## src/rtl/rf_pkg.sv

```systemverilog
// Shared widths, constants and payload type for the register-file writeback arbiter.
package rf_pkg;

   localparam int unsigned ADDR_W   = 5;
   localparam int unsigned DATA_W   = 32;
   localparam int unsigned NUM_REGS = 1 << ADDR_W;

   localparam logic [ADDR_W-1:0] REG_ZERO = '0;
   localparam logic              PORT_ALU = 1'b0;
   localparam logic              PORT_LD  = 1'b1;

   typedef struct packed {
      logic [ADDR_W-1:0] addr;
      logic [DATA_W-1:0] data;
   } wb_req_t;

endpackage

```

## src/rtl/rf_scoreboard.sv

```systemverilog
// Pending-write scoreboard: one busy bit per register, query muxes and
// detection of writes that land on an unreserved register.
module rf_scoreboard
   import rf_pkg::*;
(
   input  logic              clk,
   input  logic              rst,
   input  logic              rsv_valid,
   input  logic [ADDR_W-1:0] rsv_addr,
   input  logic              clr_valid,
   input  logic [ADDR_W-1:0] clr_addr,
   input  logic [ADDR_W-1:0] q_rs_addr,
   input  logic [ADDR_W-1:0] q_rt_addr,
   input  logic [ADDR_W-1:0] q_rd_addr,
   output logic              rs_busy,
   output logic              rt_busy,
   output logic              rd_busy,
   output logic              err_unrsv
);

   logic [NUM_REGS-1:0] busy;
   logic [NUM_REGS-1:0] busy_next;
   logic                set_err_c;

   // Clear first so a same-edge reserve of the same register wins.
   always_comb begin
      busy_next = busy;
      if (clr_valid) busy_next[clr_addr] = 1'b0;
      if (rsv_valid) busy_next[rsv_addr] = 1'b1;
      busy_next[REG_ZERO] = 1'b0;
   end

   assign set_err_c = clr_valid && (clr_addr != REG_ZERO) && !busy[clr_addr]
                      && !(rsv_valid && (rsv_addr == clr_addr));

   always_ff @(posedge clk or posedge rst) begin
      if (rst) begin
         busy      <= '0;
         err_unrsv <= 1'b0;
      end else begin
         busy <= busy_next;
         if (set_err_c) err_unrsv <= 1'b1;
      end
   end

   assign rs_busy = busy[q_rs_addr];
   assign rt_busy = busy[q_rt_addr];
   assign rd_busy = busy[q_rd_addr];

endmodule

```

## src/rtl/rf_wb_arbiter.sv

```systemverilog
// Round-robin arbiter sharing the register-file write port between the ALU
// and load writeback paths, with a registered write port and hazard scoreboard.
module rf_wb_arbiter
   import rf_pkg::*;
(
   input  logic              clk,
   input  logic              rst,
   input  logic              wb0_valid,
   input  logic [ADDR_W-1:0] wb0_addr,
   input  logic [DATA_W-1:0] wb0_data,
   output logic              wb0_ready,
   input  logic              wb1_valid,
   input  logic [ADDR_W-1:0] wb1_addr,
   input  logic [DATA_W-1:0] wb1_data,
   output logic              wb1_ready,
   input  logic              rsv_valid,
   input  logic [ADDR_W-1:0] rsv_addr,
   input  logic [ADDR_W-1:0] q_rs_addr,
   input  logic [ADDR_W-1:0] q_rt_addr,
   input  logic [ADDR_W-1:0] q_rd_addr,
   output logic              rs_busy,
   output logic              rt_busy,
   output logic              rd_busy,
   output logic              rf_we,
   output logic [ADDR_W-1:0] rf_waddr,
   output logic [DATA_W-1:0] rf_wdata,
   output logic              err_unrsv
);

   logic    last_grant;
   logic    grant0_c;
   logic    grant1_c;
   logic    accept_c;
   wb_req_t sel_c;

   // Under contention the port that did not win last time is granted.
   always_comb begin
      grant0_c = wb0_valid && (!wb1_valid || (last_grant == PORT_LD));
      grant1_c = wb1_valid && (!wb0_valid || (last_grant == PORT_ALU));
      accept_c = grant0_c || grant1_c;
      if (grant1_c) begin
         sel_c.addr = wb1_addr;
         sel_c.data = wb1_data;
      end else begin
         sel_c.addr = wb0_addr;
         sel_c.data = wb0_data;
      end
   end

   assign wb0_ready = grant0_c;
   assign wb1_ready = grant1_c;

   // Writes to register 0 are consumed without raising the write enable.
   always_ff @(posedge clk or posedge rst) begin
      if (rst) begin
         rf_we      <= 1'b0;
         rf_waddr   <= '0;
         rf_wdata   <= '0;
         last_grant <= PORT_LD;
      end else begin
         rf_we <= accept_c && (sel_c.addr != REG_ZERO);
         if (accept_c) begin
            rf_waddr   <= sel_c.addr;
            rf_wdata   <= sel_c.data;
            last_grant <= grant1_c ? PORT_LD : PORT_ALU;
         end
      end
   end

   rf_scoreboard u_scoreboard (
      .clk       (clk),
      .rst       (rst),
      .rsv_valid (rsv_valid),
      .rsv_addr  (rsv_addr),
      .clr_valid (accept_c),
      .clr_addr  (sel_c.addr),
      .q_rs_addr (q_rs_addr),
      .q_rt_addr (q_rt_addr),
      .q_rd_addr (q_rd_addr),
      .rs_busy   (rs_busy),
      .rt_busy   (rt_busy),
      .rd_busy   (rd_busy),
      .err_unrsv (err_unrsv)
   );

endmodule

```

## config.mk

```make
export PLATFORM = sky130hd
export DESIGN_NAME = rf_wb_arbiter
export DESIGN_NICKNAME = d
export VERILOG_FILES = /design/src/rtl/rf_pkg.sv /design/src/rtl/rf_scoreboard.sv /design/src/rtl/rf_wb_arbiter.sv
export SDC_FILE = /design/constraint.sdc
export NUM_CORES = 1
export LEC_CHECK = 0
export CAP_MARGIN = 25
export CORE_MARGIN = 2
export CORE_UTILIZATION = 42
export DETAILED_ROUTE_END_ITERATION = 10
export HOLD_SLACK_MARGIN = 0.15
export PLACE_DENSITY = 0.77
export SLEW_MARGIN = 25
export SYNTH_ARGS = -nofsm -noshare
export SYNTH_HDL_FRONTEND = slang
export SYNTH_SLANG_ARGS = --single-unit
```

## constraint.sdc

```tcl
create_clock -name clk -period 2 [get_ports clk]
set_input_delay 0.3 -clock clk [delete_from_list [all_inputs] [get_ports clk]]
set_output_delay 0.3 -clock clk [all_outputs]
set_load 0.05 [all_outputs]
```

==> results_dict.tcl, run 1 <==
set metrics [dict create \
    status "complete, but fails checks" \
    violations "setup timing" \
    path_buf_inv 1 \
    ys_top_cells_by_area "dfrtp_1, mux4_2, o21ai_0" \
    grt_max_degree 72 \
    dieArea_um2 11100 \
    cp-end-kind "output port" \
    finClkSkew_ns 0.0122 \
    drtPass1Iterations 7 \
    routed_wl_um 15600 \
    clkLatencyLatePin_ns 0.37 \
    setup_viol 13 \
    synth_top_area_cell "dfrtp_1" \
    p_sw_share_pct 37.0 \
    synth-edff-count 0 \
    async_reset_ff_share_pct 100 \
    antenna_found_initial 1 \
    path_clk_slew_ns 0.09 \
    drc_errors 0 \
    path_common_cell "mux4_2" \
    synthFlopType "dfrtp_1" \
    crit_required_ns 1.70 \
    synth.distinct_cells 40 \
    slew_headroom_pct 63.3 \
    synthCells 417 \
    drv_slew 0 \
    clock-root-buffer "clkbuf_8" \
    ys_seq_area_share_pct 41.0 \
    ir_drop_uv 425 \
    fin_crit_sh_pct 128 \
    overflow 0 \
    grt_pass1_wl_um 24600 \
    vias 4542 \
    power.share.clock_pct 21.0 \
    leakage_uw 0.00296 \
    slowest_stage "mux4_2" \
    num_rows 37 \
    cellPowerDensity_nw_per_um2 866 \
    worst_pin_slew_ns 0.548 \
    io_pins 143 \
    routedWlPerCell_um 19.9 \
    area_delta_synth_final_pct 64.0 \
    cts_buffers 9 \
    hold_viol 0 \
    die_width_um 106 \
    hpwl_um 11300 \
    viasPerCell 5.81 \
    drt-initial-drc-count 346 \
    io_buffers 142 \
    cts.path.max_buffers 2 \
    ys_ff_latch 71 \
    hp-class "primary input to async pin" \
    fin_crit_ns 2.56 \
    syn_nets 516 \
    p_int_uw 3880 \
    ant_nets 0 \
    power.switching_uw 2280 \
    rsz0062_at_grt "yes" \
    p_comb_share_pct 44.4 \
    setup_tns_ns -1.95 \
    grt_pass1_vias 4731 \
    synth_top_area_share_pct 40.4 \
    cap_violations 0 \
    cts_tree "yes" \
    die_y_um 106 \
    cts_sinks 71 \
    critPathLaunchType "flip-flop" \
    fin_nets 739 \
    avgSynthCellArea_um2 10.4 \
    layout-drive-gt1-share_pct 31.0 \
    htree_num_levels 3 \
    finalPower_uw 6160 \
    gp_congestion 0.979 \
    path_max_fanout 5 \
    core_area_um2 10200 \
    synth_warnings 0 \
    grtUsageTotal_pct 28.5 \
    fmax_mhz 391 \
    initial_utilization_pct 42.5 \
    p_seq_share_pct 34.6 \
    synth_area_um2 4330 \
    slowest_delay_ns 0.50 \
    fin_ws_ns -0.557 \
    arrival_ns 2.26 \
    critical_path_class "flip-flop to output port" \
    path_delay_family "multiplexers" \
    crit_chain "mux4_2, mux4_2, mux2_4, buf_6" \
]
## synthesized netlist by cell type (5+ instances only)
library cell	number
o21ai_1	15
nand3b_1	5
mux2_2	6
a21oi_1	10
dfrtp_1	70
clkbuf_1	16
mux4_2	31
nand3_1	9
nor2_1	44
o22ai_1	18
inv_1	6
nand2_1	35
o21ai_0	72
mux2i_1	30
## metal layers
layer	track usage (%)	up-vias	wire (um)
met3	7.85	89	1370
met4	13.9	0	906
li1	-	2013	-
met2	45.6	264	7480
met1	35.8	2176	5810
met5	0	-	0
## worst paths after layout
path | startpoint | endpoint | slack (ns) | cells after the start
min in group clk | wb1_valid | last_grant$_DFFE_PP1N_ | 0.44 | 4
setup reg to reg | last_grant$_DFFE_PP1N_ | u_scoreboard.err_unrsv$_DFFE_PP0P_ | -0.09 | 9
hold / removal | rst | rf_wdata[25]$_DFFE_PP0N_ | 0.37 | 3
max in group asynchronous | rst | last_grant$_DFFE_PP1N_ | 1.29 | 3
setup / recovery | u_scoreboard.busy[6]$_DFF_PP0_ | rd_busy | -0.56 | 4
hold reg to reg | rf_waddr[0]$_DFFE_PP0N_ | rf_waddr[0]$_DFFE_PP0N_ | 0.50 | 2
## worst register-to-register path: cells and delay by family (launching register included)
family | cells | cell delay, ns
compound gates | 5 | 0.89
flops | 1 | 0.54
buf+inv | 3 | 0.33
mux | 1 | 0.21
## through the flow
step	hold slack (ns)	instances	setup slack, ns	cell area (um2)	util (%)
after global placement	0.482	755	-0.687	6520	64.0
after detailed placement	0.490	755	-0.731	6520	64.0
after CTS	0.389	776	-0.511	6960	68.4
final	0.370	782	-0.557	7110	69.8
after floorplan	0.374	417	-0.0799	4390	-
after global routing	0.424	782	-0.569	7110	69.8
## power by group through the flow
stage	sequential [uW]	combinational [uW]	clock (uW)
finish	2130	2730	1290
global route	2140	2880	1380
CTS	2090	2600	1310
detailed placement	2110	2470	0
global placement	2080	2410	0
floorplan	2320	1070	0
## timing repair
item	CTS	global route
setup buffers	3	5
resized for setup	46	58
cloned	2	0
hold buffers	0	0
pin swaps	6	16
setup endpoints to repair	31	34
## registers in the layout (all words and copies together), names as in the netlist
name	cells
rf_wdata	32
rf_we	1
rf_waddr	5
u_scoreboard.err_unrsv	1
u_scoreboard.busy	31
last_grant	1
## layout by cell type (no fill, tap or decap), types with 8 or more instances in the layout
cell and n:
nand2_1 34, o21ai_0 33, mux4_2 31, o21ai_2 13
mux2i_1 27, dfrtp_1 63, buf_4 75, a21oi_1 8
clkbuf_8 10, nand3_1 8, nor2_1 43, buf_6 14
clkdlybuf4s50_1 132, o21ai_1 41, buf_12 8, o22ai_1 17
## cells by family (layout without fill, tap and decap cells)
family | count (synthesis) | count (layout) | synth area share (%)
compound gates | 127 | 127 | 16.3
simple gates | 109 | 109 | 11.3
mux | 72 | 72 | 26.7
flops | 71 | 71 | 41.0
buf+inv | 32 | 260 | 3.47
xor+xnor | 6 | 6 | 1.21
other cells | 0 | 1 | 0
## final cells by class
| cell class | count | area [um2] |
|---|---|---|
| Antenna cell | 1 | 2.50 |
| Timing Repair Buffer | 237 | 2330 |
| Tap cell | 136 | 170 |
| Fill cell | 717 | 3080 |
| Clock inverter | 4 | 76.3 |
| Multi-Input combinational cell | 314 | 2560 |
| Clock buffer | 12 | 145 |
| Inverter | 7 | 32.5 |
| Sequential cell | 71 | 1790 |
Note: power is estimated with default switching activity, not from simulation.
==> run 2, diff against run 1 <==
Settings changed: REMOVE_ABC_BUFFERS set to 1.
==> results_dict.tcl, run 2 (same netlist as run 1, synthesis figures left out) <==
set metrics [dict create \
    drv_slew 0 \
    dieArea_um2 11100 \
    core_area_um2 10200 \
    cts.path.max_buffers 2 \
    diodes 0 \
    routed_wl_um 16400 \
    violations "setup timing" \
    crit_required_ns 1.70 \
    cp-end-kind "output port" \
    ir_drop_uv 475 \
    largest_register_ffs 32 \
    critPathLaunchType "flip-flop" \
    critical_path_class "flip-flop to output port" \
    finClkSkew_ns 0.0101 \
    htree_num_levels 3 \
    ant_nets 0 \
    path_max_fanout 4 \
    path_clk_slew_ns 0.08 \
    area_delta_synth_final_pct 65.5 \
    top_register "rf_wdata" \
    rsz0062_at_grt "yes" \
    fmax_mhz 393 \
    hp-class "primary input to flip-flop" \
    status "complete, but fails checks" \
    cts_tree "yes" \
    io_buffers 142 \
    hpwl_um 11400 \
    layout-drive-gt1-share_pct 33.0 \
    post-route-util_pct 70.4 \
    drc_errors 0 \
    fin_crit_sh_pct 127 \
    clock-root-buffer "clkbuf_8" \
    routedWlPerCell_um 20.6 \
    final_cell_mix "clkdlybuf4s50_1, buf_4, dfrtp_1" \
    arrival_ns 2.25 \
    cts_sinks 71 \
    overflow 0 \
    fin_nets 755 \
    reg_top3 "rf_wdata (32), u_scoreboard.busy (31), rf_waddr (5)" \
    fin_ws_ns -0.546 \
    num_rows 37 \
    vias 4668 \
    leakage_uw 0.00299 \
    cts_buffers 9 \
    drt-initial-drc-count 432 \
    grt_pass1_vias 4763 \
    cap_violations 0 \
    grt_pass1_wl_um 23900 \
    grt_max_degree 67 \
    setup_viol 13 \
    worst_pin_slew_ns 0.532 \
    die_y_um 106 \
    grtUsageTotal_pct 27.8 \
    finalPower_uw 6070 \
    slew_headroom_pct 64.4 \
    die_width_um 106 \
    timing.hold.ws_ns 0.447 \
    fin_crit_ns 2.55 \
    viasPerCell 5.86 \
    io_pins 143 \
    gp_congestion 0.943 \
    hold_viol 0 \
    antenna_found_initial 0 \
    clkLatencyLatePin_ns 0.36 \
    cellPowerDensity_nw_per_um2 847 \
    initial_utilization_pct 42.5 \
    mostFrequentLayoutCell "clkdlybuf4s50_1" \
    drtPass1Iterations 5 \
]
run 2: changes by cell type in the layout (fill, tap and decap cells not counted), sizes merged, moves of 2 or more:
cell,delta
bufinv,-2
inv,+3
clkinv,+2
buf,+14
run 2: through the flow:
stage / setup WS (ns) / setup TNS (ns) / cells / area (um2)
3_3_place_gp: -0.659 / -15.62 / 755 / 6480
5_1_grt: -0.550 / -2.85 / 797 / 7170
3_5_place_dp: -0.707 / -16.79 / 755 / 6480
6_report: -0.546 / -2.25 / 797 / 7170
2_1_floorplan: -0.577 / -14.87 / 392 / 4210
4_1_cts: -0.531 / -1.57 / 780 / 6850
run 2: timing repair:
| action | in CTS | in global routing |
|---|---|---|
| hold endpoints to repair | 5 | 0 |
| setup buffers | 7 | 17 |
| gates resized for setup | 31 | 72 |
| cloned | 1 | 2 |
| setup endpoints to repair | 29 | 32 |
| pin swaps | 6 | 12 |
| hold buffers | 1 | 0 |
run 2: path summary, 6_finish.rpt:
kind                                                  from                                  to  slack, ns  depth (start not counted)
setup / recovery           u_scoreboard.busy[13]$_DFF_PP0_                             rt_busy      -0.55                          4
hold / removal                                   wb0_valid              last_grant$_DFFE_PP1N_       0.45                          3
setup reg to reg                    last_grant$_DFFE_PP1N_  u_scoreboard.err_unrsv$_DFFE_PP0P_      -0.21                          8
hold reg to reg                    rf_waddr[0]$_DFFE_PP0N_             rf_waddr[0]$_DFFE_PP0N_       0.51                          2
max in group asynchronous                              rst      u_scoreboard.busy[8]$_DFF_PP0_       0.66                          4
min in group asynchronous                              rst            rf_wdata[16]$_DFFE_PP0N_       0.71                          3
run 2: worst max-delay path, cell delays in order (launching register included):
cell and delay (ns):
dfrtp_1 0.47, mux4_2 0.51, mux4_2 0.48, mux2_4 0.29
buf_8 0.15
run 2: layout make-up:
cell class	count	area [um2]
clock inverters	6	51.3
flip-flops and latches	71	1790
repair buffers	253	2430
multi-input cells	314	2560
well taps	136	170
fillers	705	3020
clock buffers	10	138
inverters	7	28.8
run 2: report_power, final:
group          leakage [uW]  internal, uW  switching [uW]
Clock             0.0000939           502             635
Sequential         0.000834          1730             358
Combinational       0.00206          1460            1380
Total               0.00299          3700            2370
run 2: routing by layer:
layer | GRT usage (%) | vias up | wire, um
li1 | - | 2044 | -
met1 | 33.1 | 2228 | 5990
met2 | 48.3 | 305 | 8330
met3 | 5.69 | 91 | 1230
met4 | 12.6 | 0 | 879
met5 | 0 | - | 0
==> run 3, diff against run 2 <==
Settings changed: MAX_ROUTING_LAYER set to met4, SKIP_LAST_GASP set to 1.
==> results_dict.tcl, run 3 (same netlist as run 1, synthesis figures left out) <==
set metrics [dict create \
    status "complete, but fails checks" \
    violations "setup timing" \
    drtPass1Iterations 7 \
    fin_crit_sh_pct 128 \
    grt_pass1_vias 4738 \
    grtUsageTotal_pct 28.6 \
    layout-drive-gt1-share_pct 31.8 \
    fillCellCount 717 \
    cts_tree "yes" \
    die_y_um 106 \
    vias 4602 \
    p_sw_share_pct 38.7 \
    io_pins 143 \
    path_common_cell "mux4_2" \
    setup_tns_ns -2.42 \
    clock-root-buffer "clkbuf_8" \
    path_delay_family "multiplexers" \
    fin_crit_ns 2.55 \
    drt-initial-drc-count 440 \
    worst_pin_slew_ns 0.551 \
    htree_num_levels 3 \
    final_cell_mix "clkdlybuf4s50_1, buf_4, dfrtp_1" \
    cap_violations 0 \
    initial_utilization_pct 42.5 \
    top_register "rf_wdata" \
    cts_buffers 9 \
    path_max_fanout 4 \
    hpwl_um 11700 \
    viasPerCell 5.85 \
    cts_hold_buffers 0 \
    grt_max_degree 36 \
    area_delta_synth_final_pct 64.2 \
    rsz0062_at_grt "yes" \
    critPathLaunchType "flip-flop" \
    hold_viol 0 \
    die_width_um 106 \
    mostFrequentLayoutCell "clkdlybuf4s50_1" \
    io_buffers 142 \
    diodes 0 \
    num_rows 37 \
    slowest_delay_ns 0.51 \
    slew_headroom_pct 63.1 \
    clkLatencyLatePin_ns 0.36 \
    overflow 0 \
    slowest_stage "mux4_2" \
    p_seq_share_pct 34.8 \
    dieArea_um2 11100 \
    finClkSkew_ns 0.00822 \
    cts_sinks 71 \
    cellPowerDensity_nw_per_um2 836 \
    ant_nets 0 \
    power.share.clock_pct 16.7 \
    crit_required_ns 1.70 \
    grt_pass1_wl_um 23900 \
    crit_chain "mux4_2, mux4_2, mux2_4, buf_8" \
    routed_wl_um 16200 \
    fin_nets 745 \
    drc_errors 0 \
    crit_cells 4 \
    gp_congestion 0.977 \
    cp-end-kind "output port" \
    setup_viol 20 \
    reg_top3 "rf_wdata (32), u_scoreboard.busy (31), rf_waddr (5)" \
    preCtsSetupSlack_ns -0.729 \
    p_int_uw 3650 \
    path_clk_slew_ns 0.08 \
    reg2regPathDepth 8 \
    routedWlPerCell_um 20.6 \
    arrival_ns 2.25 \
    ir_drop_uv 508 \
    path_buf_inv 1 \
    fin_ws_ns -0.554 \
    core_area_um2 10200 \
    largest_register_ffs 32 \
    fmax_mhz 392 \
    cts.path.max_buffers 2 \
    antenna_found_initial 0 \
    power.switching_uw 2300 \
    drv_slew 0 \
    critical_path_class "flip-flop to output port" \
    leakage_uw 0.00296 \
    hp-class "primary input to async pin" \
    p_comb_share_pct 48.4 \
]
-- run 3: changes by cell type in the layout (fill, tap and decap cells not counted), moves of 2 or more --
cell | before | now
buf_12 | 5 | 7
o21ai_2 | 9 | 14
inv_6 | 3 | 0
clkinv_2 | 0 | 2
clkdlybuf4s50_1 | 132 | 130
buf_4 | 92 | 82
clkbuf_1 | 0 | 3
o21ai_1 | 38 | 34
clkinv_4 | 2 | 0
dfrtp_1 | 61 | 65
dfrtp_2 | 9 | 5
-- run 3: cell type report --
type | count | area (um2) | area share, %
inverters | 7 | 28.8 | 0.404
multi-input cells | 314 | 2600 | 36.6
clock inverters | 4 | 25.0 | 0.352
flip-flops and latches | 71 | 1780 | 25.1
repair buffers | 243 | 2370 | 33.3
clock buffers | 12 | 135 | 1.90
well taps | 136 | 170 | 2.39
-- run 3: final timing paths --
path | from | to | slack (ns)
worst min register to register | rf_waddr[0]$_DFFE_PP0N_ | rf_waddr[0]$_DFFE_PP0N_ | 0.51
worst max-delay path | u_scoreboard.busy[11]$_DFF_PP0_ | rd_busy | -0.55
worst min-delay path | rst | rf_wdata[8]$_DFFE_PP0N_ | 0.29
min in group clk | wb0_valid | last_grant$_DFFE_PP1N_ | 0.45
max in group asynchronous | rst | u_scoreboard.busy[18]$_DFF_PP0_ | 1.17
worst max register to register | last_grant$_DFFE_PP1N_ | u_scoreboard.err_unrsv$_DFFE_PP0P_ | -0.10
-- run 3: power by group through the flow --
stage	sequential, uW	combinational, uW	clock (uW)
2_1_floorplan	2320	997	0
3_3_place_gp	2040	2440	0
3_5_place_dp	2070	2520	0
4_1_cts	2040	2620	1000
5_1_grt	2080	3010	1070
6_report	2070	2880	996
-- run 3: routing by layer --
| layer | global-route usage [%] | share of wire [%] |
|---|---|---|
| met5 | - | 0 |
| met2 | 47.5 | 52 |
| met1 | 33.8 | 36 |
| met4 | 14.6 | 4.6 |
| met3 | 4.64 | 7.2 |
-- run 3: worst register-to-register path: stages (launching register included) --
cell	delay, ns
dfstp_2	0.54
a21bo_4	0.17
inv_4	0.06
mux2i_4	0.24
buf_12	0.17
mux2i_4	0.28
o22ai_4	0.11
a2111oi_4	0.28
a41o_1	0.19
-- run 3: stage by stage --
stage / area (um2) / power [uW] / std cells / hold WS (ns) / utilization [%]
floorplan: 4210 / 3310 / 392 / 0.374 / -
global placement: 6510 / 4480 / 757 / 0.485 / 63.9
detailed placement: 6510 / 4580 / 757 / 0.489 / 63.9
CTS: 6840 / 5660 / 778 / 0.305 / 67.2
global route: 7120 / 6160 / 787 / 0.332 / 69.9
finish: 7120 / 5950 / 787 / 0.295 / 69.9
-- run 3: repair_timing --
action	in CTS	in global routing
cloned	1	1
setup buffers	4	8
pin swaps	6	23
setup endpoints to repair	33	31
gates resized for setup	38	70
